`src/rtl/bcd_to_binary_serial_pkg.sv`:
```
// bcd_pkg: shared types and constants for the serial BCD-to-binary converter.
//   state_e        : converter FSM states (IDLE, CONV, DONE)
//   BCD_DIGIT_MAX  : largest legal decimal nibble
//   min_bin_w()    : minimum result width able to hold 10^digits - 1
package bcd_pkg;

  typedef enum logic [1:0] {
    ST_IDLE,
    ST_CONV,
    ST_DONE
  } state_e;

  localparam logic [3:0] BCD_DIGIT_MAX = 4'd9;

  function automatic int unsigned min_bin_w(input int unsigned digits);
    longint unsigned max_val;
    int unsigned     width;
    max_val = 64'd1;
    for (int unsigned i = 0; i < digits; i++) begin
      max_val = max_val * 64'd10;
    end
    max_val = max_val - 64'd1;
    width   = 1;
    while ((max_val >> width) != 64'd0) begin
      width++;
    end
    return width;
  endfunction

endpackage

```
`src/rtl/bcd_digit_mac.sv`:
```
// bcd_digit_mac: combinational decimal multiply-accumulate, acc*10 + digit.
//   acc_in  : running binary value (BIN_W bits)
//   digit   : next decimal digit, assumed 0..9
//   acc_out : acc_in*10 + digit, truncated to BIN_W bits
module bcd_digit_mac #(
  parameter int unsigned BIN_W = 14
) (
  input  logic [BIN_W-1:0] acc_in,
  input  logic [3:0]       digit,
  output logic [BIN_W-1:0] acc_out
);

  // x10 as (x<<3)+(x<<1) evaluated at BIN_W+4 bits so no carry is lost
  // before the final truncation.
  always_comb begin
    acc_out = BIN_W'(({4'b0000, acc_in} << 3)
                   + ({4'b0000, acc_in} << 1)
                   + {{BIN_W{1'b0}}, digit});
  end

endmodule

```
`src/rtl/bcd_to_binary_serial.sv`:
```
// bcd_to_binary_serial: converts a packed NUM_DIGITS-digit BCD word to binary,
// one digit per clock, most-significant digit first.
//   clk, rst_n : clock, asynchronous active-low reset
//   bcd_in     : packed BCD word, MS digit in the top nibble
//   in_valid   : bcd_in valid
//   in_ready   : converter idle and able to accept a word
//   bin_out    : converted value (meaningful while out_valid)
//   err        : accepted word held a nibble above 9 (bin_out is then 0)
//   out_valid  : result available, held until out_ready
//   out_ready  : consumer takes the result
module bcd_to_binary_serial
  import bcd_pkg::*;
#(
  parameter int unsigned NUM_DIGITS = 4,
  parameter int unsigned BIN_W      = 14
) (
  input  logic                    clk,
  input  logic                    rst_n,
  input  logic [4*NUM_DIGITS-1:0] bcd_in,
  input  logic                    in_valid,
  output logic                    in_ready,
  output logic [BIN_W-1:0]        bin_out,
  output logic                    err,
  output logic                    out_valid,
  input  logic                    out_ready
);

  localparam int unsigned WORD_W = 4 * NUM_DIGITS;
  localparam int unsigned CNT_W  = (NUM_DIGITS > 1) ? $clog2(NUM_DIGITS) : 1;
  localparam logic [CNT_W-1:0] CNT_LAST = CNT_W'(NUM_DIGITS - 1);

  if (NUM_DIGITS < 1) begin : g_bad_digits
    $fatal(1, "bcd_to_binary_serial: NUM_DIGITS must be at least 1");
  end
  if (BIN_W < min_bin_w(NUM_DIGITS)) begin : g_bad_width
    $fatal(1, "bcd_to_binary_serial: BIN_W too small for NUM_DIGITS");
  end

  state_e              state_q, state_d;
  logic [WORD_W-1:0]   shreg_q, shreg_d;
  logic [CNT_W-1:0]    cnt_q,   cnt_d;
  logic [BIN_W-1:0]    acc_q,   acc_d;
  logic [BIN_W-1:0]    bin_q,   bin_d;
  logic                err_q,   err_d;

  logic                bad_digit;
  logic [BIN_W-1:0]    mac_out;

  bcd_digit_mac #(
    .BIN_W (BIN_W)
  ) u_mac (
    .acc_in  (acc_q),
    .digit   (shreg_q[WORD_W-1 -: 4]),
    .acc_out (mac_out)
  );

  // Whole-word validity is checked at accept time so a bad word skips CONV.
  always_comb begin
    bad_digit = 1'b0;
    for (int unsigned i = 0; i < NUM_DIGITS; i++) begin
      if (bcd_in[4*i +: 4] > BCD_DIGIT_MAX) begin
        bad_digit = 1'b1;
      end
    end
  end

  // State register
  always_ff @(posedge clk or negedge rst_n) begin
    if (!rst_n) begin
      state_q <= ST_IDLE;
      shreg_q <= '0;
      cnt_q   <= '0;
      acc_q   <= '0;
      bin_q   <= '0;
      err_q   <= 1'b0;
    end else begin
      state_q <= state_d;
      shreg_q <= shreg_d;
      cnt_q   <= cnt_d;
      acc_q   <= acc_d;
      bin_q   <= bin_d;
      err_q   <= err_d;
    end
  end

  // Next-state and datapath
  always_comb begin
    state_d = state_q;
    shreg_d = shreg_q;
    cnt_d   = cnt_q;
    acc_d   = acc_q;
    bin_d   = bin_q;
    err_d   = err_q;
    unique case (state_q)
      ST_IDLE: begin
        if (in_valid) begin
          shreg_d = bcd_in;
          if (bad_digit) begin
            bin_d   = '0;
            err_d   = 1'b1;
            state_d = ST_DONE;
          end else begin
            acc_d   = '0;
            cnt_d   = CNT_LAST;
            state_d = ST_CONV;
          end
        end
      end
      ST_CONV: begin
        acc_d   = mac_out;
        shreg_d = shreg_q << 4;
        cnt_d   = cnt_q - CNT_W'(1);
        if (cnt_q == '0) begin
          cnt_d   = '0;
          bin_d   = mac_out;
          err_d   = 1'b0;
          state_d = ST_DONE;
        end
      end
      ST_DONE: begin
        if (out_ready) begin
          state_d = ST_IDLE;
        end
      end
      default: begin
        state_d = ST_IDLE;
      end
    endcase
  end

  // Outputs
  always_comb begin
    in_ready  = (state_q == ST_IDLE);
    out_valid = (state_q == ST_DONE);
    bin_out   = bin_q;
    err       = err_q;
  end

endmodule
```
`config.mk`:
```
export PLATFORM = sky130hd
export DESIGN_NAME = bcd_to_binary_serial
export DESIGN_NICKNAME = d
export VERILOG_FILES = /design/src/rtl/bcd_to_binary_serial_pkg.sv /design/src/rtl/bcd_digit_mac.sv /design/src/rtl/bcd_to_binary_serial.sv
export SDC_FILE = /design/constraint.sdc
export NUM_CORES = 1
export LEC_CHECK = 0
export BUFFER_PORTS_ARGS = -buffer_cell sky130_fd_sc_hd__buf_2
export CAP_MARGIN = 20
export CORE_MARGIN = 5
export CORE_UTILIZATION = 28
export DETAILED_ROUTE_END_ITERATION = 6
export HOLD_SLACK_MARGIN = 0.05
export PLACE_DENSITY = 0.42
export SLEW_MARGIN = 20
export SYNTH_ARGS = -nofsm -noshare
export SYNTH_HDL_FRONTEND = slang
export SYNTH_HIERARCHICAL = 1
export SYNTH_SLANG_ARGS = --single-unit
```
`constraint.sdc`:
```
create_clock -name clk -period 5.3 [get_ports clk]
set_clock_uncertainty 0.2 [all_clocks]
set_input_delay 0.53 -clock clk [delete_from_list [all_inputs] [get_ports clk]]
set_output_delay 0.53 -clock clk [all_outputs]
set_load 0.02 [all_outputs]
```
== After elaboration in Yosys (flattened, before gate mapping) ==
Cells that the tools add are included.

* Register bits: 48
* Input port bits: 20
* Word-level logic and storage cells: 53

* $add $sub $neg: 3
* Magnitude comparators: 4
* Equality and inequality tests: 7
* Multiplexer cells: 26
* Reduce and logical (&&, ||, !) cells: 7

{| class="wikitable"
|+ Operator list
! kind !! count
|-
| two-way mux 14 bit || 3
|-
| case mux 16 bit (2 select lines) || 1
|-
| case mux 14 bit (2 select lines) || 1
|-
| two-way mux 13 bit || 2
|-
| case mux 13 bit (2 select lines) || 1
|-
| > comparator 4 bit, second input constant || 4
|-
| two-way mux 16 bit || 1
|-
| adder 14 bit || 1
|-
| adder 14 x 4 -> 14 bit || 1
|-
| two-way mux 2 bit || 7
|-
| two-way mux 1 bit || 7
|-
| != test 2 bit, second input constant || 3
|-
| case mux 2 bit (3 select lines) || 1
|-
| AND reduction 3 bit || 2
|-
| logical NOT 2 bit || 2
|-
| != test 2 x 1 -> 1 bit, second input constant || 2
|-
| case mux 2 bit (2 select lines) || 1
|-
| AND reduction 4 bit || 1
|-
| == test 2 x 1 -> 1 bit, second input constant || 1
|-
| == test 2 bit, second input constant || 1
|-
| case mux 1 bit (2 select lines) || 1
|-
| AND reduction 2 bit || 1
|-
| nonzero test 2 bit || 1
|-
| subtractor 2 x 1 -> 2 bit, second input constant || 1
|}

== Logic depth before layout (Yosys ltp) ==
Gate-level depths: netlist (run 1).

* Word-level depth: 8
* Gate-level depth with buffers: 10
* Depth with buffers taken out: 10

== Cells and area by module ==
The synthesis (run 1) kept the hierarchy.

{| class="wikitable"
|+ Modules (own cells, without submodules)
! module !! times used !! cells each !! area an instance (um2) !! sequential area each (um2)
|-
| bcd_to_binary_serial || 1 || 184 || 2077.0 || 1226.2
|-
| bcd_digit_mac || 1 || 75 || 655.6 || 0.0
|}

== Least setup slack after synthesis (run 1) ==
No wires, ideal clock.

* Path type: register -> register
* Start point: register acc_q[0]
* End point: register acc_q[12]
* Library setup time: 121 ps
* Arrival time: 2327 ps
* Required time: 4979 ps
* Slack: 2652 ps
* Cell stages (with the launch flop): 11
* Path through: dfrtp_1 -> inv_1 -> fa_1 -> inv_1 -> fa_1 -> a21o_1 -> nand4_1 -> nand3_1 -> a211oi_1 -> xnor2_1 -> a22o_1

* Word-level cells in the longest chain between the ends: 3

{| class="wikitable"
|+ Ends and longest elaborated chain
! item !! RTL line !! RTL
|-
| from (decl) || bcd_to_binary_serial.sv:42 || <nowiki>logic [BIN_W-1:0] acc_q, acc_d;</nowiki>
|-
| from (signal assigned) || bcd_to_binary_serial.sv:73 || <nowiki>acc_q <= '0;</nowiki>
|-
| from (signal assigned) || bcd_to_binary_serial.sv:80 || <nowiki>acc_q <= acc_d;</nowiki>
|-
| adder 14 bit || bcd_digit_mac.sv:17 || <nowiki>+ ({4'b0000, acc_in} << 1)</nowiki>
|-
| adder 14 x 4 -> 14 bit || bcd_digit_mac.sv:18 || <nowiki>+ {{BIN_W{1'b0}}, digit});</nowiki>
|-
| named net mac_out[12] || bcd_to_binary_serial.sv:47 || <nowiki>logic [BIN_W-1:0] mac_out;</nowiki>
|-
| case mux 13 bit (2 select lines) || bcd_to_binary_serial.sv:94 || <nowiki>unique case (state_q)</nowiki>
|}

The timed path passes the listed nets, and every way through them passes these cells.
A chain may end at the register's enable or synchronous reset.

== Worst setup path after layout (run 1) ==
Same ends and word-level chain as after synthesis.

==> results of run 1 <==
-- sequential cells by signal (all words and copies together), names as in the netlist --
register and cells:
shreg_q 16, bin_out 14, acc_q 13, cnt_q 2, state_q 2, err 1
-- cell usage in the layout, fill, tap and decap left out, drive strengths merged, types with 2 or more instances in the layout --
| cell type | instances |
|---|---|
| o211ai | 2 |
| a22oi | 12 |
| dfrtp | 48 |
| nor2b | 18 |
| nand4 | 2 |
| ha | 22 |
| xnor2 | 6 |
| fa | 2 |
| nor2 | 5 |
| buf | 41 |
| inv | 8 |
| nand2b | 4 |
| a21oi | 24 |
| o21ai | 28 |
| nand2 | 8 |
| a22o | 27 |
| a21o | 2 |
| xor2 | 5 |
| and4 | 2 |
| a31oi | 3 |
| nand3 | 7 |
| clkbuf | 7 |
-- power by group --
part	leakage (nW)	internal (mW)	total (mW)	switching (mW)
Sequential	0.613	0.505	0.624	0.120
Combinational	0.824	0.395	0.944	0.549
Clock	0.0645	0.167	0.294	0.127
-- worst max-delay path, cell delays in order (launching register included) --
cell and delay [ns]:
dfrtp_1 0.38, inv_1 0.07, fa_1 0.53, inv_1 0.07, fa_1 0.45, a21o_1 0.18, nand4_1 0.09, nand3_1 0.11
a211oi_1 0.27, xnor2_1 0.13, a22o_1 0.21
-- cell type report --
cell class / count / area, sq um
Clock buffer: 7 / 96.3
Clock inverter: 1 / 30.0
Fill cell: 982 / 6200
Inverter: 8 / 30.0
Multi-Input combinational cell: 185 / 1390
Sequential cell: 48 / 1200
Tap cell: 129 / 161
Timing Repair Buffer: 41 / 221
-- final timing paths --
path / to / slack (ns) / cells after the start
min in group clk: state_q[1] / 0.21 / 2
max in group asynchronous: acc_q[3] / 4.34 / 2
max reg2reg: acc_q[12] / 2.50 / 10
min reg2reg: bin_out[8] / 0.30 / 1
min: shreg_q[6] / 0.13 / 2
max: acc_q[12] / 2.50 / 10
-- through the flow --
step | hold WS [ns] | instances | utilization | power [mW] | instance area, sq um
final | 0.125 | 419 | 0.335 | 1.86 | 3130
after global routing | 0.178 | 419 | 0.335 | 2.04 | 3130
after CTS | 0.153 | 419 | 0.335 | 1.89 | 3130
after global placement | 0.283 | 410 | 0.320 | 1.59 | 2990
after floorplan | 0.0344 | 257 | - | 1.34 | 2700
after detailed placement | 0.283 | 411 | 0.322 | 1.59 | 3000
-- routing by layer --
metal / up-vias / wire length, um
met5: - / 0
met4: 0 / 68
met3: 6 / 214
met2: 32 / 3130
met1: 970 / 3280
li1: 1009 / -
==> results.ini, run 1 <==
[outcome]
status = complete, no violations

[pwr]
leakagePower_nw = 1.50
powerDensity_nw_per_um2 = 596
vdd_drop_max_mv = 0.177

[place]
portBuffers = 36
place.gp.congestion = 0.778
post-place-ws_ns = 2.49
dp_hpwl_um = 4810

[cells_and_area]
fin_nets = 333
layout-drive-gt1-share = 0.190
syn_to_final_growth_pct = 15.8
n_antenna_cell = 0

[clock_network]
cts_tree = yes
cts_buffers = 5
htreeDepth = 2
clkSlewWorstSetupHoldPaths_ns = 0.09
root_buffer = clkbuf_8
cts_resized = 0
cts_setup_buffers = 0
insertion_delay_ns = 0.30
numClockSinks = 48
clk_path_buf_depth = 2
cts_hold_buf = 0

[worst_setup_path]
critPathMaxFanout = 3
setup.worst_path.end_class = register
r2r_start = acc_q[0]
critPathArrivalTime_ns = 2.79
crit_type = reg -> reg
start_kind = register
cp.required_ns = 5.30
setup.worst_path.start = acc_q[0]

[sta]
min_period_over_period = 0.528
worstMarginPinSlew_ns = 0.954
period_needed_ns = 2.80
finalSetupViolCount = 0
relSlewSlack = 0.361
rsz0062_at_grt = false
setup_tns_ns = 0
max_freq_mhz = 358
layout_setup_ws_ns = 2.50
slew_viol_final = 0
hold_viol = 0

[floorplan]
io_pins = 37
start_util = 0.289
die_y_um = 108
dieArea_sq_um = 11700
design.core.area_sq_um = 9330
dieWidth_um = 108
num_rows = 35

[grt]
grt_max_degree = 49
grt_overflow = 0
met3_usage = 0.0251
grt_pass1_vias = 2145
use_met1 = 0.170
grt_pass1_wl_um = 11300
grt_use_met2 = 0.193
top_usage_layer = met2
antenna_found_initial = 0
grt_usage = 0.122

[routing]
first_pass_iters = 6
drt_wl_total_um = 6700
via_count = 2017
drtIter0Drc = 68
via_per_inst = 4.81
wire_per_inst_um = 16.0
ant_nets = 0
drc = 0

[synthesis]
syn_avg_cell_area_sq_um = 10.5
syn_area_sq_um = 2700
yosys_warnings = 6
syn_nets = 301
netlist_instances = 257

[hold_path]
min_path_type = in -> async

[run]
drv_cap = 0

Note: power is estimated with default switching activity, not from simulation.
==> run 2, diff against run 1 <==
- ABC_AREA: not set -> 1
- PLACE_DENSITY: 0.42 -> 0.41
- clock period: 5.3 -> 2.9 ns (I/O delays scaled with it)
==> results.ini, run 2 <==
[worst_setup_path]
start_kind = register
crit_family = adder cells
crit_top_cell = nand2_1
r2r_start = acc_q[0]
critPathSlowestCell = fa_1
timing.rr.end = bin_out[10]
cp.required_ns = 2.90
rrSetupSlack_ns = 0.49
cpPeakStageDelay_ns = 0.52
crit_path_cell_trace = inv_1 > fa_1 > inv_1 > fa_1 > nand2_1 > nand3_1 > nand3_1 > nand2_1 > nand2_1 > nand2_1 > nand3_1 > nand2_1
crit_type = reg -> reg
cp.buffers_inverters = 2
critPathMaxFanout = 4
critPathArrivalTime_ns = 2.40
setup.worst_path.end_class = register
rr_worst_depth = 12

[cells_and_area]
fin_cells = 577
stdcell_area_sq_um = 3440
top_register = shreg_q
final_util = 0.332
syn_to_final_growth_pct = 14.7
final_common_cell = nand2_1
fin_nets = 484
final_cell_mix = nand2_1, inv_1, dfrtp_1
layout-drive-gt1-share = 0.127
largest_reg_flops = 16
fillers = 1155
n_antenna_cell = 0

[routing]
drt_wl_total_um = 7450
drtIter0Drc = 109
first_pass_iters = 4
wire_per_inst_um = 12.9
via_count = 2521
ant_nets = 0
via_per_inst = 4.37
drc = 0

[clock_network]
cts_setup_buffers = 0
htreeDepth = 2
cts_tree = yes
cts_buffers = 5
cts_hold_buf = 4
insertion_delay_ns = 0.30
numClockSinks = 48
clkSlewWorstSetupHoldPaths_ns = 0.10
clk_path_buf_depth = 2
root_buffer = clkbuf_8
cts_resized = 0

[hold_path]
hold-path-endpoint = shreg_q[4]
worstHoldStart = bcd_in[4]
min_path_type = in -> reg
hold_depth = 3

[grt]
antenna_found_initial = 0
grt_usage = 0.123
grt_overflow = 0
grt_pass1_wl_um = 12900
grt_pass1_vias = 2466
grt_max_degree = 54

[pwr]
powerDensity_nw_per_um2 = 902
p_int_mw = 1.69
power_frac_comb = 0.490
switching_power_mw = 1.41
leakagePower_nw = 2.00
p_clk_frac = 0.157
swShare = 0.456
power_mw = 3.10
vdd_drop_max_mv = 0.344
power_frac_seq = 0.353

[floorplan]
design.core.area_sq_um = 10400
io_pins = 37
dieWidth_um = 113
dieArea_sq_um = 12900
num_rows = 37
die_y_um = 113
start_util = 0.289

[place]
placed_cell_area_sq_um = 3290
dp_hpwl_um = 5740
place.gp.congestion = 0.794
portBuffers = 36
placed_cells = 565

[synthesis]
syn_avg_cell_area_sq_um = 7.46
yosys_warnings = 6
syn_nets = 446
netlist_instances = 402
syn_area_sq_um = 3000

[sta]
relSlewSlack = 0.515
hold_viol = 0
finalSetupViolCount = 0
rsz0062_at_grt = false
min_period_over_period = 0.830
setup_tns_ns = 0
slew_viol_final = 0
worstMarginPinSlew_ns = 0.728
max_freq_mhz = 416
period_needed_ns = 2.41

[outcome]
status = complete, no violations

[run]
drv_cap = 0

==> run 2: cell count changes in the layout (fill, tap and decap cells not counted), sizes merged, moves of 19 or more <==
cell   change
inv       +44
nand2    +151
nor2      +19
nand3     +28
a22o      -27
a21oi     -20
==> run 2: per-stage QoR <==
step                hold slack (ns)  setup slack [ns]
floorplan                    -0.206             0.622
global placement              0.187             0.508
detailed placement            0.187             0.490
CTS                          0.0609             0.471
global route                 0.0683             0.296
finish                       0.0621             0.493
==> run 2: area by class of cell <==
cell class / instances / area, sq um / area share
clock buffer: 6 / 72.6 / 0.0211
clock inverter: 2 / 35.0 / 0.0102
inverter: 52 / 195 / 0.0567
multi-input combinational: 290 / 1520 / 0.443
sequential: 48 / 1200 / 0.349
tap: 136 / 170 / 0.0495
timing repair buffer: 43 / 243 / 0.0706
==> run 2: worst reg2reg max path: stages, from the launching register on <==
cell and delay (ns):
dfrtp_1 0.37, inv_1 0.07, fa_1 0.52, inv_1 0.07
fa_1 0.51, nand2_1 0.09, nand3_1 0.08, nand3_1 0.10
nand2_1 0.06, nand2_1 0.05, nand2_1 0.06, nand3_1 0.08
nand2_1 0.06
==> run 2: worst max path at each step <==
stage / endpoint / startpoint / cells after the start
floorplan: bin_out[10] / acc_q[0] / 12
global placement: bin_out[10] / acc_q[0] / 12
detailed placement: bin_out[10] / acc_q[0] / 12
CTS: bin_out[8] / acc_q[0] / 9
global route: bin_out[8] / acc_q[0] / 9
finish: bin_out[10] / acc_q[0] / 12
==> run 2: power groups by stage <==
stage	Combinational (mW)	Clock [mW]	Sequential, mW
2_1_floorplan	1.13	0	1.09
3_3_place_gp	1.54	0	1.11
3_5_place_dp	1.54	0	1.11
4_1_cts	1.55	0.506	1.10
5_1_grt	1.77	0.540	1.13
6_report	1.52	0.486	1.10
==> run 2: routing by layer <==
metal	routed length, um	vias up	track usage
met5	0	-	0
met4	30	0	0.0192
met3	246	2	0.0265
met2	3230	33	0.182
met1	3940	1144	0.186
li1	-	1342	-
==> run 3, diff against run 2 <==
- clock period: 2.9 -> 2.3 ns (I/O delays scaled with it)
==> results.ini, run 3 (synthesized netlist as in run 2, its figures left out) <==
[routing]
dr_wl_met2_um = 3400
first_pass_iters = 5
drc = 0
drt_wl_total_um = 7710
via_per_inst = 4.36
drtIter0Drc = 116
met1_length_um = 3980
wl_met3_um = 261
dr.max_layer_used = met4
ant_nets = 0
wire_per_inst_um = 12.9
via_count = 2611

[clock_network]
cts_tree = yes
clk_path_buf_depth = 2
clkSlewWorstSetupHoldPaths_ns = 0.09
root_buffer = clkbuf_8
cts_buffers = 5
insertion_delay_ns = 0.30
htreeDepth = 2
numClockSinks = 48

[cells_and_area]
layout-drive-gt1-share = 0.218
top_register = shreg_q
largest_reg_flops = 16
fin_nets = 506
n_antenna_cell = 0
final_cell_mix = nand2_1, inv_1, dfrtp_1
syn_to_final_growth_pct = 28.7
fin_cells = 599
final_common_cell = nand2_1
final_util = 0.372

[sta]
slew_viol_final = 0
max_freq_mhz = 439
finalSetupViolCount = 0
min_period_over_period = 0.990
period_needed_ns = 2.28
hold_viol = 0
worstMarginPinSlew_ns = 0.647
rsz0062_at_grt = true
relSlewSlack = 0.569

[pwr]
swShare = 0.437
p_clk_frac = 0.147
p_int_mw = 2.58
switching_power_mw = 2.01
vdd_drop_max_mv = 0.387
leakagePower_nw = 2.11
power_frac_seq = 0.300
power_frac_comb = 0.554
powerDensity_nw_per_um2 = 1190
power_mw = 4.59

[grt]
grt_pass1_vias = 2585
grt_max_degree = 49
antenna_found_initial = 0
grt_pass1_wl_um = 13000
grt_usage = 0.124
grt_overflow = 0

[worst_setup_path]
r2r_start = shreg_q[15]
rrSetupSlack_ns = 0.02
timing.rr.end = bin_out[10]
critPathMaxFanout = 4
rr_worst_depth = 12
setup.worst_path.start = shreg_q[15]
start_kind = register
cp-endpoint = bin_out[10]
setup.worst_path.end_class = register
cp.required_ns = 2.29
critPathArrivalTime_ns = 2.27
crit_type = reg -> reg

[place]
portBuffers = 36
dp_hpwl_um = 5730
place.gp.congestion = 0.797
placed_cells = 573

[floorplan]
die_y_um = 113
dieWidth_um = 113
num_rows = 37
io_pins = 37
dieArea_sq_um = 12900
start_util = 0.289
design.core.area_sq_um = 10400

[run]
drv_cap = 0

[hold_path]
min_path_type = in -> reg

[outcome]
status = complete, no violations

==> run 3: cell types whose count changed in the layout (fill, tap and decap cells not counted), moves of 6 or more <==
cell	before	now
buf_4	3	12
ha_1	22	13
ha_4	0	7
nand3_1	34	28
dlygate4sd3_1	4	17
nand3_2	1	7
==> run 3: layer usage <==
layer | vias up | GRT usage
met5 | - | 0
met4 | 0 | 0.0240
met3 | 4 | 0.0239
met2 | 48 | 0.188
met1 | 1179 | 0.184
li1 | 1380 | -
==> run 3: layout make-up <==
cell class                      count  area [sq um]
Timing Repair Buffer               65           440
Fill cell                        1130          6510
Clock inverter                      1          30.0
Clock buffer                        7          96.3
Tap cell                          136           170
Inverter                           52           195
Multi-Input combinational cell    290          1720
Sequential cell                    48          1200
==> run 3: worst min-delay path by stage <==
stage,start,endpoint,cells past startpoint
3_5_place_dp,rst_n,acc_q[12],2
5_1_grt,in_valid,shreg_q[1],3
4_1_cts,in_valid,shreg_q[1],3
2_1_floorplan,rst_n,acc_q[0],0
3_3_place_gp,rst_n,acc_q[12],2
6_report,in_valid,shreg_q[1],3
==> run 3: power by group through the flow <==
stage / Combinational [mW] / Sequential, mW / Clock (mW)
CTS: 2.17 / 1.37 / 0.696
finish: 2.54 / 1.38 / 0.673
detailed placement: 2.10 / 1.39 / 0
global placement: 2.11 / 1.38 / 0
global route: 2.86 / 1.42 / 0.733
floorplan: 1.43 / 1.38 / 0
==> run 3: critical path, cell delays in order (launching register included) <==
cell and delay [ns]:
dfrtp_1 0.37, inv_2 0.05, fa_1 0.54, inv_2 0.06, fa_2 0.42, nand2_2 0.07
nand3_2 0.08, nand3_2 0.08, nand2_1 0.05, nand2_1 0.05, nand2_1 0.06, nand3_1 0.08
nand2_1 0.06
==> run 3: stage by stage <==
step | hold WS (ns) | area, sq um | setup slack [ns] | setup TNS, ns
5_1_grt | 0.0736 | 3860 | -0.106 | -0.698
4_1_cts | 0.0503 | 3660 | 0.00956 | 0
2_1_floorplan | -0.266 | 3000 | 0.0225 | 0
3_3_place_gp | 0.181 | 3350 | -0.0595 | -0.168
3_5_place_dp | 0.186 | 3350 | -0.107 | -0.337
6_report | 0.0545 | 3860 | 0.0228 | 0
==> run 3: repair_timing <==
item	4_1_cts	5_1_grt
hold buffers	17	0
buffers inserted	0	1
setup endpoints to repair	9	17
pin swaps	1	27
endpoints found under the hold margin	64	0
gates resized for setup	4	34
